[config.mk]
export PLATFORM = sky130hd
export DESIGN_NAME = decoder_scan_sequencer
export DESIGN_NICKNAME = d
export VERILOG_FILES = /design/src/rtl/decoder_scan_sequencer.sv
export SDC_FILE = /design/constraint.sdc
export NUM_CORES = 1
export LEC_CHECK = 0
export CORE_AREA = 2 2 39 41
export CTS_CLUSTER_SIZE = 14
export DETAILED_ROUTE_END_ITERATION = 16
export DIE_AREA = 0 0 41 43
export PLACE_DENSITY = 0.79
export SLEW_MARGIN = 10
export SYNTH_ARGS = -nofsm -noshare
export SYNTH_HDL_FRONTEND = slang
export SYNTH_SLANG_ARGS = --single-unit
[constraint.sdc]
create_clock -name i_clk -period 2.7 [get_ports i_clk]
set_clock_uncertainty 0.05 [all_clocks]
set_input_delay 0.675 -clock i_clk [delete_from_list [all_inputs] [get_ports i_clk]]
set_output_delay 0.675 -clock i_clk [all_outputs]
set_load 0.02 [all_outputs]
[src/rtl/decoder_scan_sequencer.sv]
// decoder_scan_sequencer: drives the select (A) and enable (E) inputs of a 3x8 decoder so that
// its D output is scanned one-hot, slot by slot.
// Latency: start/stop act at the next rising edge; every output is a flop, with no input-to-output path.
// Backpressure: none. start is sampled only in IDLE, and stop aborts from any state.
//
// Ports:
//   i_clk    system clock, rising edge
//   i_rst_n  synchronous active-low reset, priority over all other inputs
//   i_start  level-sampled scan request, accepted only in IDLE
//   i_stop   abort request, honoured in any state, wins over start and over a slot advance
//   i_mode   0 = single sweep, 1 = continuous; captured when start is accepted
//   o_a      decoder select (3 bits)
//   o_e      decoder enable
//   o_busy   high while scanning
//   o_done   one-cycle pulse on normal completion of a single sweep

module decoder_scan_sequencer #(
   parameter int PRESCALE = 4,   // cycles per slot, 1..255
   parameter int N_SLOTS  = 8    // slots per sweep, 1..8
) (
   input  logic       i_clk,
   input  logic       i_rst_n,
   input  logic       i_start,
   input  logic       i_stop,
   input  logic       i_mode,
   output logic [2:0] o_a,
   output logic       o_e,
   output logic       o_busy,
   output logic       o_done
);

   localparam logic [0:0] ST_IDLE = 1'b0;
   localparam logic [0:0] ST_SCAN = 1'b1;

   // Terminal values. They are fixed-width constants so the compares below are width-exact.
   localparam logic [7:0] LP_CNT_LAST  = 8'(PRESCALE - 1);
   localparam logic [2:0] LP_SLOT_LAST = 3'(N_SLOTS - 1);

   logic [0:0] r_state;
   logic [7:0] r_cnt;
   logic [2:0] r_a;
   logic       r_e;
   logic       r_busy;
   logic       r_done;
   logic       r_mode;

   logic       w_slot_end;    // the current slot has held for PRESCALE cycles
   logic       w_last_slot;   // A is the final slot of the sweep

   assign w_slot_end  = (r_cnt == LP_CNT_LAST);
   assign w_last_slot = (r_a == LP_SLOT_LAST);

   always_ff @(posedge i_clk) begin
      if (!i_rst_n) begin
         r_state <= ST_IDLE;
         r_cnt   <= 8'd0;
         r_a     <= 3'd0;
         r_e     <= 1'b0;
         r_busy  <= 1'b0;
         r_done  <= 1'b0;
         r_mode  <= 1'b0;
      end else begin
         // done is a single-cycle pulse. Only the final advance of a single sweep sets it.
         r_done <= 1'b0;
         case (r_state)
            ST_IDLE: begin
               r_cnt  <= 8'd0;
               r_a    <= 3'd0;
               r_e    <= 1'b0;
               r_busy <= 1'b0;
               // stop wins over a simultaneous start
               if (i_start && !i_stop) begin
                  r_state <= ST_SCAN;
                  r_e     <= 1'b1;
                  r_busy  <= 1'b1;
                  r_mode  <= i_mode;
               end
            end
            ST_SCAN: begin
               // start and mode are deliberately ignored here. The count keeps running undisturbed.
               if (i_stop) begin
                  // abort beats any slot advance at this same edge
                  r_state <= ST_IDLE;
                  r_cnt   <= 8'd0;
                  r_a     <= 3'd0;
                  r_e     <= 1'b0;
                  r_busy  <= 1'b0;
               end else if (w_slot_end) begin
                  r_cnt <= 8'd0;
                  if (!w_last_slot) begin
                     r_a <= r_a + 3'd1;
                  end else if (r_mode) begin
                     // continuous: wrap with E held high, so no gap appears between sweeps
                     r_a <= 3'd0;
                  end else begin
                     r_state <= ST_IDLE;
                     r_a     <= 3'd0;
                     r_e     <= 1'b0;
                     r_busy  <= 1'b0;
                     r_done  <= 1'b1;
                  end
               end else begin
                  r_cnt <= r_cnt + 8'd1;
               end
            end
            default: begin
               r_state <= ST_IDLE;
               r_cnt   <= 8'd0;
               r_a     <= 3'd0;
               r_e     <= 1'b0;
               r_busy  <= 1'b0;
            end
         endcase
      end
   end

   assign o_a    = r_a;
   assign o_e    = r_e;
   assign o_busy = r_busy;
   assign o_done = r_done;

endmodule

==> results.sh, run 1 <==
export IMPL_wire_per_inst_um=11.2
export IMPL_finalHoldViolCount=0
export IMPL_finalPower_w=0.000365
export IMPL_gr_usage_all_layers_pct=14.7
export IMPL_hold_path_depth=1
export IMPL_maxCapViolCount=0
export IMPL_slowest_delay_ns=0.62
export IMPL_cts_root_buf="clkbuf_4"
export IMPL_fill_cells=123
export IMPL_clock_latency_ns=0.28
export IMPL_period_minus_slack_ns=2.01
export IMPL_wl_mm=1.12
export IMPL_ir_worst_vdd_mv=0.360
export IMPL_synth_edff_count=0
export IMPL_htreeDepth=1
export IMPL_drt_iter0_drc=0
export IMPL_cpMaxStageDelayCell="clkdlybuf4s50_1"
export IMPL_ys_async_sr_fraction_pct=0
export IMPL_ctsLongestPathBuffers=2
export IMPL_worst_path_max_fanout=4
export IMPL_cts_hold_buf=0
export IMPL_grt_start_max_net_pins=9
export IMPL_startpoint_type="flop"
export IMPL_critical_path_class="reg -> out"
export IMPL_layout_common_cells="dfxtp_1, clkdlybuf4s50_1, nor2_1, o21ai_0, a21oi_1"
export IMPL_numCtsBuffers=3
export IMPL_powerDensity_nw_per_um2=464
export IMPL_rows=14
export IMPL_ctsResizeCount=0
export IMPL_core_area_um2=1380
export IMPL_pin_count=11
export IMPL_crit_chain="clkdlybuf4s50_1"
export IMPL_antenna_found_initial=0
export IMPL_hold_path_class="reg -> reg"
export IMPL_setup_viol=0
export IMPL_synth_ff_latch_count=15
export IMPL_worstPathArrival_ns=1.28
export IMPL_drcViolationCount=0
export IMPL_grt_pass1_wl_mm=1.79
export IMPL_post_cts_buffers=0
export IMPL_cts_sinks=15
export IMPL_die_h_um=43
export IMPL_synth_area_um2=648
export IMPL_layout_worst_path_cycle_share_pct=74.3
export IMPL_area_growth_pct=21.4
export IMPL_path_buf_inv=1
export IMPL_rr_worst_depth=4
export IMPL_firstDrtPassIters=1
export IMPL_ant_nets=0
export IMPL_die_area_um2=1760
export IMPL_place_gp_congestion=0.704
export IMPL_grt_pass1_vias=480
export IMPL_ys_types=23
export IMPL_ys_seq_area_share_pct=46.3
export IMPL_worst_slew_pin_slew_ns=0.595
export IMPL_avgViaCountPerCell=5.47
export IMPL_crit_required_ns=1.98
export IMPL_fmax_mhz=499
export IMPL_cts_tree="done"
export IMPL_syn_num_nets=80
export IMPL_slew_headroom_pct=59.8
export IMPL_endpoint_kind="primary output"
export IMPL_hpwl_um=820
export IMPL_drv_slew=0
export IMPL_num_vias=547
export IMPL_fp_dieW_um=41
export IMPL_gr_total_overflow=0
export IMPL_final_common_cell="dfxtp_1"
export IMPL_synthCells=71
export IMPL_synth_area_per_cell_um2=9.13
export IMPL_synth_top_flop_cell="dfxtp_1"
export IMPL_path_depth=1
export IMPL_holdWs_ns=0.403
export IMPL_rsz0062_at_grt="false"
export IMPL_status="finished, final reports clean"
export IMPL_crit_family="buffers and inverters"
export IMPL_fin_setup_tns_ns=0
export IMPL_insertedDiodeCount=0
export IMPL_synth_warnings=0
export IMPL_p_leak_nw=0.271
export IMPL_cts_clk_slew_worst_paths_ns=0.08
export IMPL_multi_input_area_um2=333
export IMPL_start_util_pct=46.8
export IMPL_nets=94
export IMPL_area_sequential_um2=300
export IMPL_numPortBuffers=10
export IMPL_drive_gt1_share_pct=4.76
flip-flops by register name (all words and copies together) (netlist names):
register,cells
r_cnt,8
r_mode,1
r_state,1
o_a,3
o_done,1
o_busy,1
metal layers:
layer / up-vias / part of all wire [%] / track usage, %
met4: 0 / 2.0 / 6.00
met1: 251 / 47 / 18.8
met2: 13 / 45 / 22.8
li1: 281 / - / -
met3: 2 / 5.4 / 3.14
met5: - / 0 / 0
report_power, final:
group / internal, W / switching [W] / total (W) / leakage (nW)
clock: 0.0000574 / 0.0000685 / 0.000126 / 0.0150
combinational: 0.00000920 / 0.00000555 / 0.0000148 / 0.135
sequential: 0.000223 / 0.00000161 / 0.000225 / 0.121
total: 0.000290 / 0.0000756 / 0.000365 / 0.271
area by class of cell:
| class | count | share of cell area, % |
|---|---|---|
| Clock buffer | 4 | 3.34 |
| Inverter | 2 | 0.954 |
| Multi-Input combinational cell | 53 | 42.3 |
| Sequential cell | 15 | 38.2 |
| Tap cell | 16 | 2.54 |
| Timing Repair Buffer | 10 | 12.7 |
cell usage after synthesis (3+ instances only):
library cell	number	share of area, %
dfxtp_1	15	46
nor2_1	7	4.1
o21ai_0	7	5.4
a21oi_1	6	4.6
ha_1	4	7.7
nand2_1	4	2.3
or3_1	4	3.9
nand3_1	3	2.3
worst paths after layout:
kind                       start             endpoint  slack, ns
max          o_a[2]$_SDFFE_PN0P_               o_a[2]       0.69
min          r_mode$_SDFFE_PN0P_    o_done$_SDFF_PP0_       0.40
max reg2reg  r_cnt[0]$_SDFF_PP0_  o_a[0]$_SDFFE_PN0P_       0.87
min reg2reg  r_mode$_SDFFE_PN0P_    o_done$_SDFF_PP0_       0.40
logic make-up (layout without fill, tap and decap cells):
kind of cell               count (synthesis)  after routing  synth area share, %
muxes                                      1              1                 1.54
and+or+nand+nor                           31             31                 26.8
xor gates and xnor gates                   3              3                 4.05
buffers and inverters                      3             16                 2.32
DFF                                       15             15                 46.3
adders and majority gates                  4              4                 7.72
AOI/OAI and AO/OA                         14             14                 11.2
per-stage QoR:
step                      worst slack [ns]  instances  utilization (%)  cell area, µm²
final                                0.695        100             56.9             787
after global routing                 0.649        100             56.9             787
after CTS                            0.685        100             56.9             787
after detailed placement             0.758         96             55.0             761
after global placement               0.797         96             55.0             761
after floorplan                      0.994         71                -             648
Power figures use the tool's default switching activity.
==> run 2, diff against run 1 <==
--- a/config.mk
+++ b/config.mk
@@ -5,11 +5,11 @@
 export SDC_FILE = /design/constraint.sdc
 export NUM_CORES = 1
 export LEC_CHECK = 0
-export CORE_AREA = 2 2 39 41
+export CORE_MARGIN = 2
+export CORE_UTILIZATION = 44
 export CTS_CLUSTER_SIZE = 14
 export DETAILED_ROUTE_END_ITERATION = 16
-export DIE_AREA = 0 0 41 43
-export PLACE_DENSITY = 0.79
+export PLACE_DENSITY = 0.76
 export SLEW_MARGIN = 10
 export SYNTH_ARGS = -nofsm -noshare
 export SYNTH_HDL_FRONTEND = slang
==> constraint.sdc (replaced) <==
create_clock -name i_clk -period 1.6 [get_ports i_clk]
set_clock_uncertainty 0.05 [all_clocks]
set_input_delay 0.4 -clock i_clk [delete_from_list [all_inputs] [get_ports i_clk]]
set_output_delay 0.4 -clock i_clk [all_outputs]
set_load 0.02 [all_outputs]
==> run 2 against run 1 <==
  * The flow now finishes with violations (negative setup slack)
  * Combinational power rose by 90%
  * First-iteration DRC count rose by 7
  * Critical path type is now reg -> reg
  * Hold slack improved by 0.035 ns
  * Cell count rose by 8.0%
  * Clock-buffer cell count did not move
  * Clock power rose by 63%
  * Routed wire length rose by 20%
  * Non-clock buffer count rose by 9
  * Die area rose by 1.9%
  * Total power rose by 68%
  * Critical path depth rose by 3
==> results.sh, run 2 (synthesis gave the netlist of run 1 again) <==
export IMPL_rr_worst_depth=4
export IMPL_cts_root_buf="clkbuf_4"
export IMPL_ant_nets=0
export IMPL_wl_mm=1.35
export IMPL_fmax_mhz=585
export IMPL_reg2reg_from="r_cnt[1]$_SDFF_PP0_"
export IMPL_nets=103
export IMPL_grt_pass1_vias=590
export IMPL_p_leak_nw=0.347
export IMPL_r2r_end="o_a[0]$_SDFFE_PN0P_"
export IMPL_startpoint_type="flop"
export IMPL_setup_viol=2
export IMPL_worst_slack_ns=-0.110
export IMPL_grt_start_max_net_pins=9
export IMPL_dpl_worst_slack_ns=-0.130
export IMPL_area_growth_pct=33.8
export IMPL_ir_worst_vdd_mv=0.546
export IMPL_dp_cells=104
export IMPL_maxCapViolCount=0
export IMPL_violations="negative setup slack"
export IMPL_core_area_um2=1330
export IMPL_cts_hold_buf=0
export IMPL_antenna_found_initial=0
export IMPL_layout_common_cells="dfxtp_1, buf_4, nor2_1, o21ai_0"
export IMPL_drcViolationCount=0
export IMPL_fill_cells=116
export IMPL_clock_latency_ns=0.28
export IMPL_pin_count=11
export IMPL_critical_path_class="reg -> reg"
export IMPL_htreeDepth=1
export IMPL_fin_setup_tns_ns=-0.137
export IMPL_layout_worst_path_cycle_share_pct=107
export IMPL_endpoint_kind="flop"
export IMPL_worst_path_max_fanout=5
export IMPL_cts_clk_slew_worst_paths_ns=0.08
export IMPL_cts_sinks=15
export IMPL_die_area_um2=1800
export IMPL_grt_pass1_wl_mm=2.28
export IMPL_fin_cells=108
export IMPL_rsz0062_at_grt="true"
export IMPL_numPortBuffers=10
export IMPL_insertedDiodeCount=0
export IMPL_drv_slew=0
export IMPL_fp_dieW_um=42.4
export IMPL_final_common_cell="dfxtp_1"
export IMPL_avgViaCountPerCell=5.50
export IMPL_crit_required_ns=1.77
export IMPL_start_util_pct=48.6
export IMPL_rows=13
export IMPL_worst_slew_pin_slew_ns=0.354
export IMPL_hold_path_class="reg -> reg"
export IMPL_gr_usage_all_layers_pct=16.7
export IMPL_hold_path_depth=1
export IMPL_hold_start="r_mode$_SDFFE_PN0P_"
export IMPL_powerDensity_nw_per_um2=708
export IMPL_largest_register="r_cnt"
export IMPL_numCtsBuffers=3
export IMPL_gr_total_overflow=0
export IMPL_firstDrtPassIters=2
export IMPL_cts_tree="done"
export IMPL_ctsLongestPathBuffers=2
export IMPL_drt_iter0_drc=7
export IMPL_die_h_um=42.4
export IMPL_num_vias=594
export IMPL_drive_gt1_share_pct=18.3
export IMPL_slew_headroom_pct=76.2
export IMPL_period_minus_slack_ns=1.71
export IMPL_hpwl_mm=1.05
export IMPL_hold_end="o_done$_SDFF_PP0_"
export IMPL_finalHoldViolCount=0
export IMPL_wire_per_inst_um=12.5
export IMPL_largest_reg_flops=8
export IMPL_worstPathArrival_ns=1.88
export IMPL_r2r_slack_ns=-0.11
export IMPL_place_gp_congestion=0.761
export IMPL_status="complete, but fails checks"
## run 2: changes by cell type in the layout (fill, tap and decap cells not counted), moves of 2 or more
cell	change
buf_4	+9
clkdlybuf4s50_1	-6
dfxtp_1	-2
dlygate4sd2_1	+6
dfxtp_2	+2
## run 2: worst max-delay path, cell delays in order, from the launching register on
cell,delay (ns)
dfxtp_2,0.36
ha_4,0.13
or4b_4,0.48
or4_1,0.49
a21oi_1,0.13
## run 2: repair_timing
action | 4_1_cts | 5_1_grt
setup buffers | 0 | 0
setup endpoints to repair | 9 | 13
pin swaps | 0 | 0
gates cloned | 0 | 0
gates resized for setup | 8 | 1
## run 2: how the worst max path moves through the flow
stage | from | to | slack [ns] | depth (start not counted)
5_1_grt | r_cnt[1]$_SDFF_PP0_ | o_a[0]$_SDFFE_PN0P_ | -0.16 | 4
2_1_floorplan | r_cnt[1]$_SDFF_PP0_ | o_a[0]$_SDFFE_PN0P_ | -0.07 | 4
6_report | r_cnt[1]$_SDFF_PP0_ | o_a[0]$_SDFFE_PN0P_ | -0.11 | 4
3_3_place_gp | r_cnt[1]$_SDFF_PP0_ | o_a[0]$_SDFFE_PN0P_ | -0.06 | 4
3_5_place_dp | r_cnt[1]$_SDFF_PP0_ | o_a[0]$_SDFFE_PN0P_ | -0.13 | 4
4_1_cts | r_cnt[1]$_SDFF_PP0_ | o_a[0]$_SDFFE_PN0P_ | -0.10 | 4
## run 2: final cells by class
type	instances	area (µm²)	share of cell area, %
Clock buffer	4	26.3	3.03
Inverter	2	7.51	0.866
Timing Repair Buffer	19	160	18.5
Multi-Input combinational cell	53	352	40.5
Tap cell	15	18.8	2.16
Sequential cell	15	303	34.9
## run 2: power by group
group | internal, W | total, W | switching [W]
Clock | 0.0000969 | 0.000206 | 0.000109
Sequential | 0.000376 | 0.000380 | 0.00000323
Combinational | 0.0000177 | 0.0000281 | 0.0000104
## run 2: through the flow
stage / total power, W / util, % / hold WS, ns / instance area [µm²]
floorplan: 0.000399 / - / 0.345 / 652
CTS: 0.000621 / 64.5 / 0.424 / 861
detailed placement: 0.000417 / 62.3 / 0.408 / 831
global route: 0.000642 / 65.0 / 0.457 / 867
finish: 0.000614 / 65.0 / 0.438 / 867
global placement: 0.000416 / 62.3 / 0.408 / 831
## run 2: per-layer routing
layer | global-route usage (%) | up-vias | routed length, µm
met5 | 0 | - | 0
li1 | - | 298 | -
met1 | 16.0 | 283 | 572
met3 | 7.76 | 5 | 59
met4 | 3.75 | 0 | 27
met2 | 32.0 | 8 | 686
==> patch 1 (config.mk and constraints of run 2) <==
Reset style: asynchronous (`i_rst_n`), changed in one clocked block. Comments in the files are not updated.
--- a/src/rtl/decoder_scan_sequencer.sv
+++ b/src/rtl/decoder_scan_sequencer.sv
@@ -50,7 +50,7 @@
    assign w_slot_end  = (r_cnt == LP_CNT_LAST);
    assign w_last_slot = (r_a == LP_SLOT_LAST);
 
-   always_ff @(posedge i_clk) begin
+   always_ff @(posedge i_clk or negedge i_rst_n) begin
       if (!i_rst_n) begin
          r_state <= ST_IDLE;
          r_cnt   <= 8'd0;
Function: differs if i_rst_n is asserted again (counterexample within 4 cycles, from zero or initial values and one cycle with i_rst_n low); with i_rst_n held inactive, the same outputs for 10 cycles.
==> patch 1 against run 2 <==
The run still ends with negative setup slack left. Die area is 11% higher. Sequential cell count stayed put. Worst setup slack better by 0.043 ns. Design area is 14% higher. Synthesized area is 13% higher. Wire length is 14% higher. Sequential share of layout area is 3.1 points higher.
Power is not compared: it rests on default switching activity, and its combinational part moved more than twofold at a synthesized area within 25%.
==> patch 1: results (changes against run 2) <==
* Failing checks: negative setup slack (unchanged)
* Initial antenna violation count at 0 (unchanged)
* Critical Path Fanout Max at 5 (unchanged)
* Setup_tns at -0.0757 ns (was -0.137 ns)
* Pre-Repair DR Iteration Count at 5 (was 2)
* Library cells used by synthesis at 27 (was 23)
* Fin worst setup slack at -0.0666 ns (was -0.110 ns)
* CTS Root Buffer Type: clkbuf_4 (unchanged)
* Clk slew on worst S/H paths at 0.10 ns (was 0.08 ns)
* Final cell count without fillers at 115 (was 108)
* Final #Nets at 108 (was 103)
* Peak VDD IR at 0.524 mV
* Gpl congestion at 0.830 (was 0.761)
* Placed instance area at 953 µm² (was 831 µm²)
* Final WL at 1540 µm (was 1350 µm)
* Avg Inst Size Synth at 10.1 µm² (was 9.13 µm²)
* Fillers at 121 (was 116)
* CTS max path bufs at 2 (unchanged)
* Seq/Total Area, Yosys at 0.514 (was 0.463)
* Slowest cell delay on critical path at 0.55 ns (was 0.49 ns)
* # setup viols final at 3 (was 2)
* Worst Max-Slew Pin Slew at 0.310 ns (was 0.354 ns)
* Critical path type: reg2reg (unchanged)
* Buffers on Ports at 10 (unchanged)
* Gr usage total at 0.182 (was 0.167)
* Worst-Skew Late Latency at 0.29 ns
* Status: finished, violations left (unchanged)
* Top cells by area, synth: dfrtp_1, o21ai_0, ha_1, a21oi_1, or3_1 (was dfxtp_1, ha_1, o21ai_0, a21oi_1, nor2_1)
* Leak at roughly 0.46 nW
* CP top delay family: simple AND/OR/NAND/NOR gates (unchanged)
* TritonCTS Buffers at 3 (unchanged)
* Warning count from the yosys run at 0 (unchanged)
* Arrival time worst endpoint at 1.84 ns (was 1.88 ns)
* Max reg flops at 8 (unchanged)
* Asr flop ratio synth at 1.00 (was 0)
* Pre-CTS setup slack at -0.0784 ns (was -0.130 ns)
* Largest net degree at the start of global routing at 16 (was 9)
* First-pass GRT wire length at 2560 µm (was 2280 µm)
* Syn nets at 80 (unchanged)
* Share of post-route cells with drive strength above 1 at 0.253 (was 0.183)
* Hold Crit Class: in2async (was reg2reg)
* HPWL after DPL at 1140 µm (was 1050 µm)
* 1st-iter DRT viols at 24 (was 7)
* Vias in the first global route at 580 (was 590)
* Critical path's slowest cell: or4_4 (was or4_1)
* H-tree depth at 1 (unchanged)
* DR vias at 616 (was 594)
* Synth top cells by count: dfrtp_1, o21ai_0, a21oi_1, nand2_1, or3_1 (was dfxtp_1, nor2_1, o21ai_0, a21oi_1)
* Largest reg by FF count: r_cnt (unchanged)
* Ant. Diodes at 0 (unchanged)
* Footprint of the multi-input gates at 344 µm² (was 352 µm²)
patch 1: changes by cell type after synthesis, moves of 2 or more:
cell / delta
nor2_1: -4
dfrtp_1: +15
dfxtp_1: -15
nand2b_1: +2
patch 1: final cells by class:
type,count,area share
clock buffer,3,0.0228
clock inverter,1,0.00507
inverter,2,0.00760
multi-input combinational,52,0.349
sequential,15,0.380
tap,16,0.0203
timing repair buffer,26,0.215
patch 1: worst paths after layout:
kind,start,end,slack (ns),cells past startpoint
min in group i_clk,o_busy,o_busy,0.49,2
worst max-delay path,r_cnt[2],o_a[1],-0.07,3
max in group asynchronous,i_rst_n,r_cnt[6],0.97,2
worst min-delay path,i_rst_n,r_cnt[0],0.36,2
worst max register to register,r_cnt[2],o_a[1],-0.07,3
worst min register to register,o_busy,o_busy,0.49,2
patch 1: cell families after synthesis:
kind of cell,Yosys count,share of synthesized area
buffers and inverters,5,0.0411
and+or+nand+nor,30,0.238
xor gates and xnor gates,2,0.0240
DFF,15,0.514
adders and majority gates,3,0.0514
AOI/OAI and AO/OA,16,0.116
muxes,1,0.0154
patch 1: what timing repair did:
action / CTS / global route
setup buffers: 0 / 1
gates resized for setup: 7 / 1
pin swaps: 0 / 2
endpoints found under the setup margin: 11 / 5
patch 1: worst reg2reg max path, stage by stage, from the launching register on:
cell and delay, ns:
dfrtp_1 0.39, or4_4 0.55, or4_1 0.49, a21oi_2 0.12
patch 1: metal layers:
layer | vias up | share of wire | track usage
met1 | 284 | 0.43 | 0.253
met5 | - | 0 | 0
met3 | 4 | 0.048 | 0.0240
li1 | 312 | - | -
met2 | 16 | 0.51 | 0.278
met4 | 0 | 0.019 | 0.0909
patch 1: where the power goes:
| part | internal, mW | switching [mW] |
|---|---|---|
| logic | 0.0326 | 0.0322 |
| registers | 0.392 | 0.00862 |
| clock network | 0.0929 | 0.129 |
| total | 0.517 | 0.170 |
patch 1: per-stage QoR:
step | power (mW) | hold WS [ns]
floorplan | 0.436 | 0.0544
global placement | 0.473 | 0.453
detailed placement | 0.477 | 0.482
CTS | 0.694 | 0.369
global route | 0.716 | 0.411
finish | 0.687 | 0.361
==> patch 2 (config.mk and constraints of run 2) <==
Without the edit above. Set the parameter `N_SLOTS` to 6 (it was 8).
--- a/src/rtl/decoder_scan_sequencer.sv
+++ b/src/rtl/decoder_scan_sequencer.sv
@@ -16,7 +16,7 @@
 
 module decoder_scan_sequencer #(
    parameter int PRESCALE = 4,   // cycles per slot, 1..255
-   parameter int N_SLOTS  = 8    // slots per sweep, 1..8
+   parameter int N_SLOTS  = 6    // slots per sweep, 1..8
 ) (
    input  logic       i_clk,
    input  logic       i_rst_n,
Check against the original RTL: no difference found for any inputs over 10 cycles, from zero or initial values and one cycle with i_rst_n low; that may be too few to reach the edited logic, so the function may still have changed.
==> patch 2 against run 2 <==
The run still ends with negative setup slack left. Worst setup slack better by 0.059 ns. Sequential cell count stayed put. Synthesized cell count is 5.6% lower. Wire length is 1.3% lower. Power is 3.2% higher. Design area is 4.6% higher. Combinational power is 28% higher. Synthesized area is 3.1% lower. Critical endpoint is now o_a[1].
==> patch 2: results (changes against run 2) <==
* Avg Inst Size Synth at 9.37 µm² (was 9.13 µm²)
* Gpl congestion at 0.800 (was 0.761)
* First-pass GRT wire length at 2340 µm (was 2280 µm)
* Pre-Repair DR Iteration Count at 4 (was 2)
* Sw power at 137 µW (was 123 µW)
* Final cell count without fillers at 110 (was 108)
* Setup_tns at -0.0801 ns (was -0.137 ns)
* Arrival time worst endpoint at 1.82 ns (was 1.88 ns)
* Critical path's slowest cell: or4b_4 (was or4_1)
* Gr usage total at 0.178 (was 0.167)
* Multi-input combinational area share at 0.366 (was 0.405)
* Multiplexer share of the synthesized area at 0.0159 (was 0.0154)
* DR vias at 572 (was 594)
* Library cells used by synthesis at 28 (was 23)
* Status: finished, violations left (unchanged)
* Failing checks: negative setup slack (unchanged)
* Post-synth top flop: dfxtp_1 (unchanged)
* Count of non-CTS buffers in the layout at 26 (was 19)
* Leak at 0.365 nW (was 0.347 nW)
* Peak VDD IR at 0.487 mV (was 0.546 mV)
* TritonCTS Buffers at 3 (unchanged)
* Seq/Total Area, Yosys at 0.478 (was 0.463)
* Fin worst setup slack at -0.0504 ns (was -0.110 ns)
* 1st-iter DRT viols at 12 (was 7)
* Syn nets at 73 (was 80)
* Rel. slew slack at 0.784 (was 0.762)
* Seq/total area at 0.334 (was 0.349)
* Asr flop ratio synth at 0 (unchanged)
* Adder-Cell Fraction of Synth Area at 0.0199 (was 0.0772)
* Fillers at 108 (was 116)
* Synth top cells by count: dfxtp_1, nor2_1, o21ai_0, a21oi_1, or3_1 (was dfxtp_1, nor2_1, o21ai_0, a21oi_1)
* Non-clk buf share at 0.239 (was 0.185)
* Final WL at 1330 µm (was 1350 µm)
* Share of post-route cells with drive strength above 1 at 0.295 (was 0.183)
* Synth Area in XOR/XNOR at 0.0418 (was 0.0405)
* Final #Nets at 102 (was 103)
* Vias in the first global route at 543 (was 590)
* Logic inverters at 3 (was 2)
* HPWL after DPL at 985 µm (was 1050 µm)
* Compound-Gate Fraction of Synth Area at 0.139 (was 0.112)
* Multi-input logic cell count at 47 (was 53)
* # setup viols final at 2 (unchanged)
-- patch 2: metal layers --
| metal | share of wire | vias up | GRT usage | routed length, µm |
|---|---|---|---|---|
| li1 | - | 294 | - | - |
| met1 | 0.47 | 261 | 0.206 | 620 |
| met2 | 0.46 | 14 | 0.275 | 605 |
| met3 | 0.063 | 3 | 0.0870 | 83 |
| met4 | 0.014 | 0 | 0.0774 | 18 |
| met5 | 0 | - | 0 | 0 |
-- patch 2: path summary, 6_finish.rpt --
path / cells after the start / slack, ns / from / endpoint
max: 4 / -0.05 / r_cnt[0] / o_a[1]
min: 2 / 0.45 / o_a[0] / o_a[0]
max reg2reg: 4 / -0.05 / r_cnt[0] / o_a[1]
min reg2reg: 2 / 0.45 / o_a[0] / o_a[0]
-- patch 2: through the flow --
step / cell area [µm²] / utilization / worst slack [ns] / total power, mW
floorplan: 643 / - / -0.0978 / 0.404
global placement: 841 / 0.638 / -0.0840 / 0.426
detailed placement: 841 / 0.638 / -0.135 / 0.427
CTS: 900 / 0.683 / -0.0365 / 0.640
global route: 907 / 0.689 / -0.0816 / 0.657
finish: 907 / 0.689 / -0.0504 / 0.633
-- patch 2: what timing repair did --
| action | CTS | global route |
|---|---|---|
| hold buffers | 0 | 0 |
| pin swaps | 3 | 1 |
| resized for setup | 11 | 0 |
| setup endpoints to repair | 18 | 12 |
| buffers inserted | 2 | 1 |
-- patch 2: power by group through the flow --
| stage | Sequential, mW | Clock (mW) | Combinational [mW] |
|---|---|---|---|
| CTS | 0.381 | 0.223 | 0.0361 |
| global route | 0.381 | 0.236 | 0.0394 |
| global placement | 0.389 | 0 | 0.0365 |
| floorplan | 0.391 | 0 | 0.0135 |
| finish | 0.381 | 0.217 | 0.0360 |
| detailed placement | 0.389 | 0 | 0.0372 |
